### src/rtl/port_queue_scheduler_pkg.sv
// Shared constants and state encoding for the per-port queue scheduler.
package port_queue_scheduler_pkg;
  localparam int QUEUE_NUB    = 8;
  localparam int WIDTH_WIEGHT = 3;
  localparam int WIDTH_LENGTH = 8;
  localparam int WIDTH_QSEL   = $clog2(QUEUE_NUB);

  typedef enum logic {
    IDLE = 1'b0,
    XFER = 1'b1
  } state_e;
endpackage

### src/rtl/port_queue_scheduler_rr_pick.sv
// Circular priority encoder: first set request at or after 'start', wrapping to 0.
module port_queue_scheduler_rr_pick
  import port_queue_scheduler_pkg::*;
#(
  parameter int N      = QUEUE_NUB,
  parameter int QSEL_W = WIDTH_QSEL
) (
  input  logic [N-1:0]      req,
  input  logic [QSEL_W-1:0] start,
  output logic [QSEL_W-1:0] grant,
  output logic              found
);

  logic [QSEL_W-1:0] idx;

  always_comb begin
    found = 1'b0;
    grant = '0;
    idx   = '0;
    for (int i = 0; i < N; i++) begin
      idx = QSEL_W'((int'(start) + i) % N);
      if (!found && req[idx]) begin
        found = 1'b1;
        grant = idx;
      end
    end
  end

endmodule

### src/rtl/port_queue_scheduler.sv
// Output-port scheduler: strict-priority or WRR queue selection, then per-packet
// read-beat sequencing under downstream ready backpressure.
module port_queue_scheduler
  import port_queue_scheduler_pkg::*;
(
  input  logic                              clk,
  input  logic                              rst,
  input  logic                              dispatch_sel,
  input  logic [QUEUE_NUB*WIDTH_WIEGHT-1:0] wrr_wieght_in,
  input  logic [QUEUE_NUB-1:0]              q_nonempty,
  input  logic [QUEUE_NUB*WIDTH_LENGTH-1:0] q_head_length,
  input  logic                              ready,
  output logic                              rd_vld,
  output logic                              rd_sop,
  output logic                              rd_eop,
  output logic [WIDTH_QSEL-1:0]             rd_queue,
  output logic                              busy
);

  state_e                  state, state_nxt;
  logic [WIDTH_LENGTH-1:0] cnt, cnt_nxt;
  logic [WIDTH_LENGTH-1:0] len;
  logic [WIDTH_QSEL-1:0]   ptr, ptr_nxt;
  logic [WIDTH_WIEGHT-1:0] credit, credit_nxt;
  logic [WIDTH_QSEL-1:0]   grant_q;
  logic                    load;

  logic [WIDTH_WIEGHT-1:0] weight_arr [QUEUE_NUB];
  logic [WIDTH_LENGTH-1:0] len_arr    [QUEUE_NUB];

  for (genvar i = 0; i < QUEUE_NUB; i++) begin : g_unpack
    assign weight_arr[i] = wrr_wieght_in[i*WIDTH_WIEGHT +: WIDTH_WIEGHT];
    assign len_arr[i]    = q_head_length[i*WIDTH_LENGTH +: WIDTH_LENGTH];
  end

  logic [WIDTH_QSEL-1:0] strict_grant, wrr_grant, wrr_start;
  logic                  strict_found, wrr_found;

  // WRR search begins one past the current pointer so the pointer queue is visited last.
  assign wrr_start = (ptr == WIDTH_QSEL'(QUEUE_NUB-1)) ? '0 : ptr + 1'b1;

  port_queue_scheduler_rr_pick #(
    .N      (QUEUE_NUB),
    .QSEL_W (WIDTH_QSEL)
  ) u_rr_pick_strict (
    .req   (q_nonempty),
    .start ('0),
    .grant (strict_grant),
    .found (strict_found)
  );

  port_queue_scheduler_rr_pick #(
    .N      (QUEUE_NUB),
    .QSEL_W (WIDTH_QSEL)
  ) u_rr_pick_wrr (
    .req   (q_nonempty),
    .start (wrr_start),
    .grant (wrr_grant),
    .found (wrr_found)
  );

  assign busy   = (state == XFER);
  assign rd_vld = busy && ready;
  assign rd_sop = rd_vld && (cnt == '0);
  assign rd_eop = rd_vld && (cnt == len);

  always_comb begin
    state_nxt  = state;
    cnt_nxt    = cnt;
    ptr_nxt    = ptr;
    credit_nxt = credit;
    grant_q    = '0;
    load       = 1'b0;
    case (state)
      IDLE: begin
        cnt_nxt = '0;
        if (strict_found) begin
          load      = 1'b1;
          state_nxt = XFER;
          if (!dispatch_sel) begin
            grant_q = strict_grant;
          end else if (q_nonempty[ptr] && (credit != '0)) begin
            grant_q    = ptr;
            credit_nxt = credit - 1'b1;
          end else if (wrr_found) begin
            // Credit reload is the only point a new weight is picked up.
            grant_q    = wrr_grant;
            ptr_nxt    = wrr_grant;
            credit_nxt = weight_arr[wrr_grant];
          end
        end
      end
      XFER: begin
        if (rd_vld) begin
          if (cnt == len) state_nxt = IDLE;
          else            cnt_nxt   = cnt + 1'b1;
        end
      end
      default: state_nxt = IDLE;
    endcase
  end

  always_ff @(posedge clk or posedge rst) begin
    if (rst) begin
      state    <= IDLE;
      cnt      <= '0;
      len      <= '0;
      rd_queue <= '0;
      credit   <= '0;
      ptr      <= WIDTH_QSEL'(QUEUE_NUB-1);
    end else begin
      state  <= state_nxt;
      cnt    <= cnt_nxt;
      ptr    <= ptr_nxt;
      credit <= credit_nxt;
      if (load) begin
        rd_queue <= grant_q;
        len      <= len_arr[grant_q];
      end
    end
  end

endmodule

### config.mk
export PLATFORM = sky130hd
export DESIGN_NAME = port_queue_scheduler
export DESIGN_NICKNAME = d
export VERILOG_FILES = /design/src/rtl/port_queue_scheduler_pkg.sv /design/src/rtl/port_queue_scheduler_rr_pick.sv /design/src/rtl/port_queue_scheduler.sv
export SDC_FILE = /design/constraint.sdc
export NUM_CORES = 1
export LEC_CHECK = 0
export BUFFER_PORTS_ARGS = -buffer_cell sky130_fd_sc_hd__buf_2
export CAP_MARGIN = 25
export CORE_MARGIN = 5
export CORE_UTILIZATION = 54
export CTS_BUF_LIST = sky130_fd_sc_hd__clkbuf_4
export DETAILED_ROUTE_END_ITERATION = 16
export HOLD_SLACK_MARGIN = 0.12
export PLACE_DENSITY = 0.83
export SLEW_MARGIN = 40
export SYNTH_ARGS = -nofsm -noshare
export SYNTH_HDL_FRONTEND = slang
export SYNTH_SLANG_ARGS = --single-unit
### constraint.sdc
create_clock -name clk -period 5.6 [get_ports clk]
set_input_delay 0.84 -clock clk [delete_from_list [all_inputs] [get_ports clk]]
set_output_delay 0.84 -clock clk [all_outputs]
set_load 0.1 [all_outputs]
==> metrics.log <==
INFO  metric run_status = finished, final reports clean
INFO  metric use_met3 = 4.25%
INFO  metric die-width = 90.4 um
INFO  metric drive_above_1_share = 32.5%
INFO  metric synthesis.area = 3490 sq um
INFO  metric core_area = 6310 sq um
INFO  metric required = 5.87 ns
INFO  metric power-per-cell-area = 608 nW/um^2
INFO  metric yosysWarnings = 0
INFO  metric timing.clock.skew = 0.00847 ns
INFO  metric finalSetupTns = 0 ns
INFO  metric arrival = 4.99 ns
INFO  metric worst_margin_pin_slew = 0.580 ns
INFO  metric syn_nets = 517
INFO  metric n_antenna_cell = 0
INFO  metric num_vias = 3617
INFO  metric num_io_pins = 107
INFO  metric route.detailed.wl_per_inst = 18.5 um
INFO  metric nets = 601
INFO  metric drt_first_iter_violations = 240
INFO  metric postSynth.asyncResetShare = 100%
INFO  metric timing.final.crit_period = 4.72 ns
INFO  metric clock_sinks = 26
INFO  metric worst_hold_slack = 0.491 ns
INFO  metric peakVddDrop = 505 uV
INFO  metric die-height = 90.4 um
INFO  metric root_buffer = clkbuf_4
INFO  metric first_pass_detailed_route_iteration_total = 6
INFO  metric synth.yosys.seq_area_share = 18.8%
INFO  metric cts_setup_buffers = 0
INFO  metric cts_inserted_buffers = 3
INFO  metric post_placement_setup_slack = 0.888 ns
INFO  metric area_after_detailed_placement = 3960 sq um
INFO  metric ctsResizeCount = 0
INFO  metric route.final.wire_length = 10.5 mm
INFO  metric max_cap_violations = 0
INFO  metric rsz0062_at_grt = false
INFO  metric synthCells = 410
INFO  metric grt_usage = 24.8%
INFO  metric worst_setup_path_start_kind = flop
INFO  metric ys_dominant_reg_cell = dfrtp_1
INFO  metric floorplan.die_area = 8160 sq um
INFO  metric place.detailed.instances = 566
INFO  metric clk_latency = 0.32 ns
INFO  metric synth_compound_gate_area_share = 19.0%
INFO  metric simple_gate_area_share_of_the_yosys_netlist = 16.7%
INFO  metric grt_remaining_overflow = 0
INFO  metric postLayoutCoreUtil = 63.2%
INFO  metric report.power.total = 2.43 mW
INFO  metric ctsHoldBuffers = 0
INFO  metric hold_viol = 0
INFO  metric detail-route-antenna-nets = 0
INFO  metric avgSynthCellArea = 8.51 sq um
INFO  metric first_pass_grt_wire_length = 17.4 mm
INFO  metric total_leakage_power = 2.05 nW
INFO  metric ys_seq_elements = 26
INFO  metric port_buffers = 106
INFO  metric final-max-slew-violation-count = 0
INFO  metric synth.area.mux_share = 31.5%
INFO  metric dp_hpwl = 8.11 mm
INFO  metric area_growth = 14.5%
INFO  metric finish.instance_area = 3990 sq um
INFO  metric antenna_violations_before_repair = 0
INFO  metric cts_tree = yes
INFO  metric grtUsageMet1 = 31.2%
INFO  metric worst_hold_path_type = flop to flop
INFO  metric initial_core_util = 55.2%
INFO  metric end_kind = flop
INFO  metric combinational_family_with_the_most_area_after_synthesis = multiplexers
INFO  metric post_drt_via_cell_ratio = 6.35
INFO  metric finalSetupViolations = 0
INFO  metric cts-root-to-sink-buffers = 2
INFO  metric grt_max_degree = 27
INFO  metric global_route.usage.met2 = 43.8%
INFO  metric fin_cells = 570
INFO  metric cts.clk_slew.worst_paths = 0.14 ns
INFO  metric worst-setup-path-type = flop to flop
INFO  metric finalWorstSetupSlack = 0.881 ns
INFO  metric synthAdderAreaFrac = 2.51%
INFO  metric gp_congestion = 0.955
INFO  metric yosys.cell_types.count = 59
INFO  metric placementRows = 29
INFO  metric worstPathMaxFanout = 26
INFO  metric gr-max-usage-layer = met2
INFO  metric number_of_global_route_vias_before_repair = 3613
INFO  metric h-tree-depth = 1
INFO  metric edff_count_synth = 0
INFO  metric post_synth_xor_area_fraction = 4.52%
INFO  metric period_utilisation_layout = 84.3%
INFO  metric reg2reg_setup_slack = 0.88 ns
INFO  metric drc = 0
INFO  metric fmax = 0.212 GHz
INFO  metric timing.slew.headroom = 61.2%
-- routing by layer --
metal	wire length, um	share of wire (%)
met1	4200	40
met5	0	0
met4	216	2.1
met2	5450	52
met3	672	6.4
-- worst paths after layout --
| check | to | start | depth (start not counted) |
|---|---|---|---|
| max | len[1] | ptr[0] | 12 |
| max in group asynchronous | ptr[0] | rst | 2 |
| min in group asynchronous | len[6] | rst | 2 |
| min reg2reg | rd_queue[0] | rd_queue[0] | 1 |
| min | rd_queue[0] | rd_queue[0] | 1 |
| max reg2reg | len[1] | ptr[0] | 12 |
-- synthesized netlist by cell type, drive strengths merged, types with 9 or more instances --
cell    count  area (sq um)
mux2i      71           711
buf        17           141
a21o       10          75.1
nor4       12          75.1
xor2       15           131
mux2       26           297
nor3       13          65.1
a22oi       9          67.6
dfrtp      23           576
inv        12          45.0
nand3      11          55.1
nand2      27           101
clkbuf     15          56.3
a21oi      16          83.8
nor2       36           143
o21ai      13          65.1
-- cell families after synthesis --
| group | Yosys count |
|---|---|
| XOR/XNOR | 18 |
| AND/OR/NAND/NOR | 119 |
| adder cells (fa/ha/maj) | 7 |
| AO/OA/AOI/OAI | 94 |
| flip-flops | 26 |
| buffers and inverters | 45 |
| multiplexers | 101 |
-- where the power goes --
part           switching, mW  internal [mW]
Clock                 0.0560         0.0261
Combinational           1.18          0.800
Sequential            0.0952          0.273
-- layout by cell type (no fill, tap or decap), types with 5 or more instances in the layout --
master and count:
buf_2 106, mux2i_1 71, nor2_1 35, nand2_1 27, mux2_2 25, dfrtp_1 23
a21oi_1 15, xor2_1 15, nor3_1 13, o21ai_0 13, nor4_1 11, inv_1 11
nand3_1 11, a21o_1 10, a22oi_1 9, a211oi_1 8, o22ai_1 8, a31oi_1 5
ha_1 5, buf_4 5
-- layout make-up --
type	count	area, sq um
clock buffer	3	22.5
clock inverter	1	3.75
fill	552	2320
inverter	13	48.8
multi-input combinational	339	2600
sequential	26	654
tap	77	96.3
timing repair buffer	111	568
-- worst max-delay path, stage by stage, from the launching register on --
cell and delay [ns]:
dfstp_2 0.72, inv_1 0.13, ha_2 0.70, mux2_2 0.43
mux4_2 0.52, a21o_1 0.22, or3_4 0.35, nor3_1 0.27
nor3_1 0.12, nor2_4 0.42, mux2_2 0.40, o22ai_1 0.23
a21o_1 0.13
-- flip-flops by register name (all words and copies together) (netlist names) --
| signal | cells |
|---|---|
| busy | 1 |
| cnt | 8 |
| credit | 3 |
| len | 8 |
| ptr | 3 |
| rd_queue | 3 |
Note: power is estimated with default switching activity, not from simulation.
